`config.mk`:
```
export PLATFORM = sky130hd
export DESIGN_NAME = image_write_sequencer
export DESIGN_NICKNAME = d
export VERILOG_FILES = /design/src/rtl/image_write_sequencer.sv
export SDC_FILE = /design/constraint.sdc
export NUM_CORES = 1
export LEC_CHECK = 0
export CAP_MARGIN = 20
export CORE_ASPECT_RATIO = 0.7
export CORE_MARGIN = 2
export CORE_UTILIZATION = 60
export CTS_CLUSTER_SIZE = 14
export DETAILED_ROUTE_END_ITERATION = 6
export PLACE_DENSITY = 0.83
export SLEW_MARGIN = 20
export SYNTH_ARGS = -nofsm -noshare
export SYNTH_HDL_FRONTEND = slang
export SYNTH_SLANG_ARGS = --single-unit
```
`constraint.sdc`:
```
create_clock -name HCLK -period 4.6 [get_ports HCLK]
set_clock_uncertainty 0.2 [all_clocks]
set_input_delay 0.92 -clock HCLK [delete_from_list [all_inputs] [get_ports HCLK]]
set_output_delay 0.92 -clock HCLK [all_outputs]
set_load 0.005 [all_outputs]
```
`src/rtl/image_write_sequencer.sv`:
```
`timescale 1ns/1ps
// image_write_sequencer
// Buffers pixel pairs from the processing pipeline in a small FIFO and
// replays them to the BMP writer as one-cycle hsync strobes. A blanking gap
// follows every row. The block stops after exactly one frame, pulses
// frame_done and returns to idle.
module image_write_sequencer #(
    parameter int WIDTH      = 384,
    parameter int HEIGHT     = 256,
    parameter int HBLANK     = 4,
    parameter int FIFO_DEPTH = 4,
    localparam int ROW_W     = (HEIGHT > 1) ? $clog2(HEIGHT) : 1,
    localparam int COL_W     = ((WIDTH / 2) > 1) ? $clog2(WIDTH / 2) : 1
) (
    input  logic             HCLK,
    input  logic             HRESETn,
    input  logic             start,
    input  logic             abort,
    input  logic             in_valid,
    output logic             in_ready,
    input  logic [7:0]       in_R0,
    input  logic [7:0]       in_G0,
    input  logic [7:0]       in_B0,
    input  logic [7:0]       in_R1,
    input  logic [7:0]       in_G1,
    input  logic [7:0]       in_B1,
    output logic             hsync,
    output logic [7:0]       DATA_WRITE_R0,
    output logic [7:0]       DATA_WRITE_G0,
    output logic [7:0]       DATA_WRITE_B0,
    output logic [7:0]       DATA_WRITE_R1,
    output logic [7:0]       DATA_WRITE_G1,
    output logic [7:0]       DATA_WRITE_B1,
    output logic             busy,
    output logic             frame_done,
    output logic [ROW_W-1:0] row_idx,
    output logic [COL_W-1:0] col_idx
);

    localparam int PAIRS_PER_ROW = WIDTH / 2;
    localparam int TOTAL_PAIRS   = (WIDTH * HEIGHT) / 2;
    localparam int PTR_W         = (FIFO_DEPTH > 1) ? $clog2(FIFO_DEPTH) : 1;
    localparam int CNT_W         = PTR_W + 1;
    localparam int ACC_W         = $clog2(TOTAL_PAIRS + 1);
    localparam int BLK_W         = (HBLANK > 0) ? $clog2(HBLANK + 1) : 1;

    localparam logic [COL_W-1:0] LAST_COL   = COL_W'(PAIRS_PER_ROW - 1);
    localparam logic [ROW_W-1:0] LAST_ROW   = ROW_W'(HEIGHT - 1);
    localparam logic [BLK_W-1:0] BLANK_LOAD = BLK_W'(HBLANK);
    localparam logic [CNT_W-1:0] DEPTH_CNT  = CNT_W'(FIFO_DEPTH);
    localparam logic [ACC_W-1:0] TOTAL_CNT  = ACC_W'(TOTAL_PAIRS);

    typedef enum logic [1:0] {
        ST_IDLE   = 2'd0,
        ST_ACTIVE = 2'd1,
        ST_HBLANK = 2'd2,
        ST_DONE   = 2'd3
    } state_t;

    state_t             state_r;
    state_t             fsm_next_s;
    state_t             next_state_s;
    logic               fsm_pop_s;
    logic               fsm_load_blank_s;
    logic               pop_s;
    logic               push_s;
    logic               load_blank_s;
    logic               clear_s;

    logic [47:0]        mem_r [FIFO_DEPTH];
    logic [PTR_W-1:0]   wr_ptr_r;
    logic [PTR_W-1:0]   rd_ptr_r;
    logic [CNT_W-1:0]   count_r;
    logic [ACC_W-1:0]   acc_r;
    logic [COL_W-1:0]   col_r;
    logic [ROW_W-1:0]   row_r;
    logic [BLK_W-1:0]   blank_r;

    logic [47:0]        in_pair_s;
    logic [47:0]        data_r;
    logic               hsync_r;
    logic               busy_r;
    logic               frame_done_r;

    assign in_pair_s = {in_R0, in_G0, in_B0, in_R1, in_G1, in_B1};

    // in_ready is a pure function of registered state, so it carries no
    // combinational path from any input.
    assign in_ready = ((state_r == ST_ACTIVE) || (state_r == ST_HBLANK))
                      && (count_r < DEPTH_CNT)
                      && (acc_r < TOTAL_CNT);
    assign push_s   = in_valid & in_ready;

    // A new frame and an abort both flush the FIFO and zero every counter.
    assign clear_s  = abort | ((state_r == ST_IDLE) & start);

    // Next-state and pop decision; abort overrides everything below.
    always_comb begin
        fsm_next_s       = state_r;
        fsm_pop_s        = 1'b0;
        fsm_load_blank_s = 1'b0;
        case (state_r)
            ST_IDLE: begin
                if (start) begin
                    fsm_next_s = ST_ACTIVE;
                end else begin
                    fsm_next_s = ST_IDLE;
                end
            end
            ST_ACTIVE: begin
                if (count_r != '0) begin
                    fsm_pop_s = 1'b1;
                    if (col_r == LAST_COL) begin
                        if (row_r == LAST_ROW) begin
                            fsm_next_s = ST_DONE;
                        end else if (HBLANK > 0) begin
                            fsm_next_s       = ST_HBLANK;
                            fsm_load_blank_s = 1'b1;
                        end else begin
                            fsm_next_s = ST_ACTIVE;
                        end
                    end else begin
                        fsm_next_s = ST_ACTIVE;
                    end
                end else begin
                    fsm_next_s = ST_ACTIVE;
                end
            end
            ST_HBLANK: begin
                if (blank_r <= BLK_W'(1)) begin
                    fsm_next_s = ST_ACTIVE;
                end else begin
                    fsm_next_s = ST_HBLANK;
                end
            end
            ST_DONE: begin
                fsm_next_s = ST_IDLE;
            end
            default: begin
                fsm_next_s = ST_IDLE;
            end
        endcase
    end

    assign next_state_s = abort ? ST_IDLE : fsm_next_s;
    assign pop_s        = fsm_pop_s & ~abort;
    assign load_blank_s = fsm_load_blank_s & ~abort;

    // State register.
    always_ff @(posedge HCLK or negedge HRESETn) begin
        if (!HRESETn) begin
            state_r <= ST_IDLE;
        end else begin
            state_r <= next_state_s;
        end
    end

    // FIFO pointers and occupancy; a simultaneous push and pop leaves the count unchanged.
    always_ff @(posedge HCLK or negedge HRESETn) begin
        if (!HRESETn) begin
            wr_ptr_r <= '0;
            rd_ptr_r <= '0;
            count_r  <= '0;
        end else if (clear_s) begin
            wr_ptr_r <= '0;
            rd_ptr_r <= '0;
            count_r  <= '0;
        end else begin
            if (push_s) begin
                wr_ptr_r <= wr_ptr_r + 1'b1;
            end
            if (pop_s) begin
                rd_ptr_r <= rd_ptr_r + 1'b1;
            end
            case ({push_s, pop_s})
                2'b10:   count_r <= count_r + 1'b1;
                2'b01:   count_r <= count_r - 1'b1;
                default: count_r <= count_r;
            endcase
        end
    end

    // FIFO storage; a flush only moves the pointers, stale entries are never read.
    always_ff @(posedge HCLK or negedge HRESETn) begin
        if (!HRESETn) begin
            for (int i = 0; i < FIFO_DEPTH; i++) begin
                mem_r[i] <= '0;
            end
        end else if (push_s) begin
            mem_r[wr_ptr_r] <= in_pair_s;
        end
    end

    // Frame position counters and the row blanking down-counter.
    always_ff @(posedge HCLK or negedge HRESETn) begin
        if (!HRESETn) begin
            acc_r   <= '0;
            col_r   <= '0;
            row_r   <= '0;
            blank_r <= '0;
        end else if (clear_s) begin
            acc_r   <= '0;
            col_r   <= '0;
            row_r   <= '0;
            blank_r <= '0;
        end else begin
            if (push_s) begin
                acc_r <= acc_r + 1'b1;
            end
            if (pop_s) begin
                if (col_r == LAST_COL) begin
                    col_r <= '0;
                    row_r <= row_r + 1'b1;
                end else begin
                    col_r <= col_r + 1'b1;
                end
            end
            if (load_blank_s) begin
                blank_r <= BLANK_LOAD;
            end else if ((state_r == ST_HBLANK) && (blank_r != '0)) begin
                blank_r <= blank_r - 1'b1;
            end
        end
    end

    // Writer-facing pair register; holds its value until the next strobe.
    always_ff @(posedge HCLK or negedge HRESETn) begin
        if (!HRESETn) begin
            data_r <= '0;
        end else if (pop_s) begin
            data_r <= mem_r[rd_ptr_r];
        end
    end

    // Registered strobes and status; frame_done follows the DONE cycle.
    always_ff @(posedge HCLK or negedge HRESETn) begin
        if (!HRESETn) begin
            hsync_r      <= 1'b0;
            busy_r       <= 1'b0;
            frame_done_r <= 1'b0;
        end else if (abort) begin
            hsync_r      <= 1'b0;
            busy_r       <= 1'b0;
            frame_done_r <= 1'b0;
        end else begin
            hsync_r      <= pop_s;
            busy_r       <= (next_state_s != ST_IDLE);
            frame_done_r <= (state_r == ST_DONE);
        end
    end

    assign hsync         = hsync_r;
    assign busy          = busy_r;
    assign frame_done    = frame_done_r;
    assign row_idx       = row_r;
    assign col_idx       = col_r;
    assign DATA_WRITE_R0 = data_r[47:40];
    assign DATA_WRITE_G0 = data_r[39:32];
    assign DATA_WRITE_B0 = data_r[31:24];
    assign DATA_WRITE_R1 = data_r[23:16];
    assign DATA_WRITE_G1 = data_r[15:8];
    assign DATA_WRITE_B1 = data_r[7:0];

endmodule

```
==> qor.yml, run 1 <==
clocking:
  hold_buffers: 0
  cts_setup_buffers: 0
  cts_made_buffers: 27
  clock_sinks: 287
  cts.clk_slew.worst_paths_ns: 0.07
  root_buffer: "clkbuf_16"
  tritoncts: "done"
  cts_buffer_depth: 3
  clk-insertion-delay-late_ns: 0.53
  cts_resized: 0
  h-tree-depth: 1
global_route:
  grt_max_degree: 99
  first_global_vias: 8297
  grtUsageTotal: 0.243
  grt_first_pass_wirelength_um: 44900
  antenna_found_initial: 1
  grt_remaining_overflow: 0
setup_path:
  crit_type: "flop to output pin"
  cp.arrival_ns: 2.47
  crit_path_cell_trace: "inv_1 > ha_1 > nor2b_1 > and2_1 > clkdlybuf4s50_1"
  crit_slowest_cell: "clkdlybuf4s50_1"
  crit_family: "simple AND/OR/NAND/NOR gates"
  worst_path_largest_cell_delay_ns: 0.50
  critPathMaxFanout: 8
  critPathBufInv: 2
  start_kind: "flop"
  cp-end-kind: "output pin"
  required_ns: 3.48
floorplanning:
  coreArea_sq_um: 21000
  die_h_um: 127
  start_util: 0.619
  die_w_um: 180
  die-area_sq_um: 22900
  io_pins: 121
  rows: 44
drt:
  antenna_left: 0
  drt-total-wl_um: 26700
  drt-initial-drc-count: 632
  first_pass_iters: 5
  wl_per_cell_um: 19.7
  via_per_inst: 5.86
  routed-via-count: 7930
  drc: 0
yosys:
  seq_area_frac_synth: 0.553
  synthTopCellsByCount: "dfrtp_1 (287), nand2_1 (169), mux2_2 (132), mux2_4 (60), mux4_2 (48)"
  syn_nets: 1019
  synth.area.top_cells: "dfrtp_1 (55%), mux2_2 (11%), mux4_2 (8.3%)"
  syn-instance-count: 950
  ys_ff_latch: 287
  synth_area_per_cell_sq_um: 13.7
  synth_edf_count: 0
  yosys.area.top_type: "dfrtp_1"
  netlist.area_leader.share: 0.553
  synth.most_common_cell: "dfrtp_1"
  ys_warn_count: 0
  synthArstFlopShare: 1.00
  synth_area_sq_um: 13000
  synth_ff_type: "dfrtp_1"
  synth_cell_type_count: 45
timing:
  setup_viol: 0
  finalMaxSlewViolations: 0
  hold_viol_final: 0
  rsz0062_at_grt: "false"
  tightestPinTransition_ns: 0.918
  fin_crit_sh: 0.780
  fin_crit_ns: 3.59
  slew_headroom: 0.387
  fmax_mhz: 279
  fin_setup_tns_ns: 0
status:
  outcome: "completed"
power_and_ir_drop:
  p_leak_nw: 7.20
  seqPwrFrac: 0.484
  comb_power_share: 0.192
  cellPowerDensity_nw_per_um2: 448
  swShare: 0.246
  p_sw_mw: 1.68
  clockPowerShare: 0.324
  ir_drop_uv: 350
  p_int_mw: 5.14
finish:
  nets: 1126
  syn_to_final_growth_pct: 17.1
  n_antenna_cell: 0
  design_area_sq_um: 15200
  drive_gt1_frac: 0.287
run:
  cap_violations: 0
min_path:
  hold_class: "input pin to asynchronous set/reset pin"
place:
  hpwl_um: 16000
  postPlaceCellArea_sq_um: 14300
  io_buffers: 120
  place_congestion: 0.826
==> cells in the final DEF (no fill, tap or decap), types with 11 or more instances in the layout <==
cell / n
dfrtp_1: 285
nand2_1: 168
nand3_1: 11
nand4_1: 12
inv_1: 13
a21oi_1: 23
ha_1: 16
mux2_2: 132
mux4_2: 48
mux2_4: 60
o31ai_1: 11
clkbuf_16: 27
clkdlybuf4s50_1: 119
nor2_1: 17
==> worst paths after layout <==
path                            startpoint    endpoint  slack, ns  depth (start not counted)
min in group HCLK               data_r[26]  data_r[26]       0.27                          2
worst min-delay path               HRESETn  row_idx[5]       0.21                          1
max in group asynchronous          HRESETn  data_r[13]       3.02                          2
worst min register to register  data_r[26]  data_r[26]       0.27                          2
worst max-delay path            state_r[0]    in_ready       1.01                          5
worst max register to register  state_r[0]  mem_r[112]       1.41                          7
==> power groups by stage <==
stage          logic (mW)  registers [mW]  clock network (mW)
4_1_cts              1.32            3.30                2.25
3_5_place_dp         1.31            3.32                   0
6_report             1.31            3.30                2.21
3_3_place_gp         1.25            3.30                   0
5_1_grt              1.42            3.36                2.36
2_1_floorplan       0.785            3.25                   0
==> metal layers <==
layer / up-vias / global-route usage / share of wire
met3: 43 / 0.0353 / 0.041
met5: - / 0 / 0.00049
met1: 4124 / 0.369 / 0.48
li1: 3585 / - / -
met4: 2 / 0.0488 / 0.018
met2: 176 / 0.380 / 0.46
==> through the flow <==
step	instances	setup slack, ns	hold slack, ns	power [mW]	utilization
5_1_grt	1353	0.888	0.274	7.14	0.725
2_1_floorplan	950	1.95	0.264	4.04	-
3_5_place_dp	1303	1.14	0.262	4.63	0.682
4_1_cts	1352	1.02	0.246	6.87	0.724
6_report	1353	1.01	0.210	6.82	0.725
3_3_place_gp	1303	1.20	0.258	4.56	0.682
==> area by class of cell <==
| cell class | count | area [sq um] |
|---|---|---|
| flip-flops and latches | 287 | 7190 |
| fillers | 1369 | 5760 |
| multi-input cells | 595 | 5400 |
| repair buffers | 132 | 1340 |
| clock buffers | 42 | 812 |
| well taps | 276 | 345 |
| clock inverters | 7 | 70.1 |
| inverters | 14 | 52.6 |
==> flip-flops by register name, summed over array words and instances (netlist names), 2 cells and up <==
name      flops
mem_r       192
count_r       3
wr_ptr_r      2
data_r       48
state_r       2
blank_r       3
row_idx       8
acc_r        16
rd_ptr_r      2
col_idx       8
==> cell families after synthesis <==
logic type	synth area share
multiplexers	0.272
AO/OA/AOI/OAI	0.0257
buffers and inverters	0.0314
XOR/XNOR	0.00809
AND/OR/NAND/NOR	0.0949
flip-flops	0.553
adder cells (fa/ha/maj)	0.0154
(Power assumes the default switching activity.)
==> inputs of run 2 (changes only) <==
- CORE_UTILIZATION: 60 -> 52
- PLACE_DENSITY: 0.83 -> 0.76
- clock period: 4.6 -> 3 ns (I/O delays scaled with it)
==> run 2 against run 1 <==
Effect of this change: clock power increased by 65%; register-to-register slack got worse by 0.93 ns; sequential share of layout area is 1.0 points lower; power rose by 57%; cell area increased by 2.2%; combinational power up 54%; global-route usage is 2.8 points lower; critical path depth stayed put; count of clock-buffer cells in the layout is the same; final cell count grew 5.0%; highest routed layer unchanged; worst hold slack better by 0.062 ns; critical path type unchanged.
==> qor.yml, run 2 (same netlist as run 1, synthesis figures left out) <==
setup_path:
  reg2reg_to: "count_r[2]"
  crit_path_cell_trace: "inv_1 > ha_1 > nor2b_4 > and2_1 > clkdlybuf4s50_1"
  crit_slowest_cell: "clkdlybuf4s50_1"
  crit_family: "buffers and inverters"
  critPathMaxFanout: 3
  ff2ff_path_depth: 11
  r2r_slack_ns: 0.48
  cp.arrival_ns: 2.09
  required_ns: 2.20
  start_kind: "flop"
  crit_type: "flop to output pin"
  critPathBufInv: 2
  worst_path_largest_cell_delay_ns: 0.50
  cp-end-kind: "output pin"
  worstReg2RegStart: "state_r[0]"
drt:
  drc: 0
  drt-total-wl_um: 27000
  drt-initial-drc-count: 431
  wl_met2_um: 12300
  m1WireLength_um: 12900
  routed-wl-met3_um: 1300
  wl_per_cell_um: 19.0
  via_per_inst: 5.58
  routed.top_layer: "met5"
  first_pass_iters: 5
  routed-via-count: 7917
  antenna_left: 0
clocking:
  clock_sinks: 287
  cts.clk_slew.worst_paths_ns: 0.06
  cts_made_buffers: 28
  cts_setup_buffers: 0
  clk-insertion-delay-late_ns: 0.54
  tritoncts: "done"
  root_buffer: "clkbuf_16"
  cts_buffer_depth: 3
  h-tree-depth: 1
finish:
  largest_reg_flops: 192
  largestRegisters: "mem_r (192), data_r (48), acc_r (16)"
  n_antenna_cell: 0
  seq_area_sq_um: 7190
  final_common_cell: "dfrtp_1"
  fillers: 1853
  multi_input_area_sq_um: 5410
  drive_gt1_frac: 0.300
  regMostFlops: "mem_r"
  layout_common_cells: "dfrtp_1 (285), nand2_1 (168), mux2_2 (132)"
  design_area_sq_um: 15600
  syn_to_final_growth_pct: 19.7
  nets: 1143
min_path:
  holdPathEnd: "data_r[13]"
  min_delay_path_depth: 2
  hold_start: "data_r[13]"
  hold_class: "flop to flop"
timing:
  fin_setup_tns_ns: 0
  fin_crit_ns: 2.89
  hold_viol_final: 0
  rsz0062_at_grt: "false"
  setup_viol: 0
  tightestPinTransition_ns: 0.724
  fin_ws_ns: 0.110
  finalMaxSlewViolations: 0
  slew_headroom: 0.517
  fmax_mhz: 346
  fin_crit_sh: 0.963
power_and_ir_drop:
  p_leak_nw: 7.35
  seqPwrFrac: 0.472
  ir_drop_uv: 542
  clockPowerShare: 0.340
  p_int_mw: 8.14
  total_power_mw: 10.7
  comb_power_share: 0.188
  cellPowerDensity_nw_per_um2: 689
  swShare: 0.241
  p_sw_mw: 2.58
floorplanning:
  coreArea_sq_um: 24600
  io_pins: 121
  start_util: 0.528
  die-area_sq_um: 26300
  die_h_um: 136
  die_w_um: 193
  rows: 48
global_route:
  grt_first_pass_wirelength_um: 44300
  grt_max_degree: 76
  grt_remaining_overflow: 0
  grtUsageTotal: 0.214
  first_global_vias: 8091
  antenna_found_initial: 2
place:
  postPlaceCellArea_sq_um: 14600
  place_congestion: 0.780
  io_buffers: 120
  dp_worst_setup_slack_ns: 0.237
  hpwl_um: 16800
run:
  cap_violations: 0
status:
  outcome: "completed"
-- run 2: layer usage --
layer,track usage,up-vias
met5,0,-
met4,0.0421,4
met3,0.0379,39
met2,0.336,168
met1,0.317,4079
li1,-,3627
-- run 2: through the flow --
step	instances	hold slack [ns]	util
final	1420	0.272	0.632
after global routing	1420	0.296	0.632
after CTS	1420	0.277	0.631
after detailed placement	1368	0.262	0.592
after global placement	1368	0.257	0.592
after floorplan	950	0.104	-
-- run 2: worst max path at each step --
stage                from          to  slack (ns)  cells after the start
4_1_cts        state_r[0]    in_ready        0.05                      5
3_5_place_dp        abort  row_idx[7]        0.24                      6
2_1_floorplan  state_r[1]  count_r[2]        0.60                     13
3_3_place_gp        abort  row_idx[7]        0.26                      6
6_report       state_r[0]    in_ready        0.11                      5
5_1_grt        state_r[0]    in_ready        0.03                      5
-- run 2: tightest hold or removal path: stages (launching register included) --
cell	delay, ns
dfrtp_1	0.34
nand2_1	0.05
nand2_1	0.05
-- run 2: timing repair --
item                                    CTS  global route
resized for setup                         1             1
hold buffers                              1             0
pin swaps                                 0             0
endpoints found under the setup margin    1             1
hold endpoints to repair                 46             0
-- run 2: cell type report --
class / instances / area share
multi-input combinational: 595 / 0.348
clock inverter: 9 / 0.00772
tap: 325 / 0.0261
clock buffer: 42 / 0.0543
timing repair buffer: 148 / 0.0985
inverter: 14 / 0.00338
sequential: 287 / 0.462
-- run 2: power groups by stage --
stage	Combinational [mW]	Clock [mW]	Sequential, mW
4_1_cts	2.04	3.73	5.06
3_3_place_gp	1.97	0	5.09
5_1_grt	2.21	3.89	5.14
2_1_floorplan	1.20	0	4.99
6_report	2.02	3.65	5.06
3_5_place_dp	2.04	0	5.10
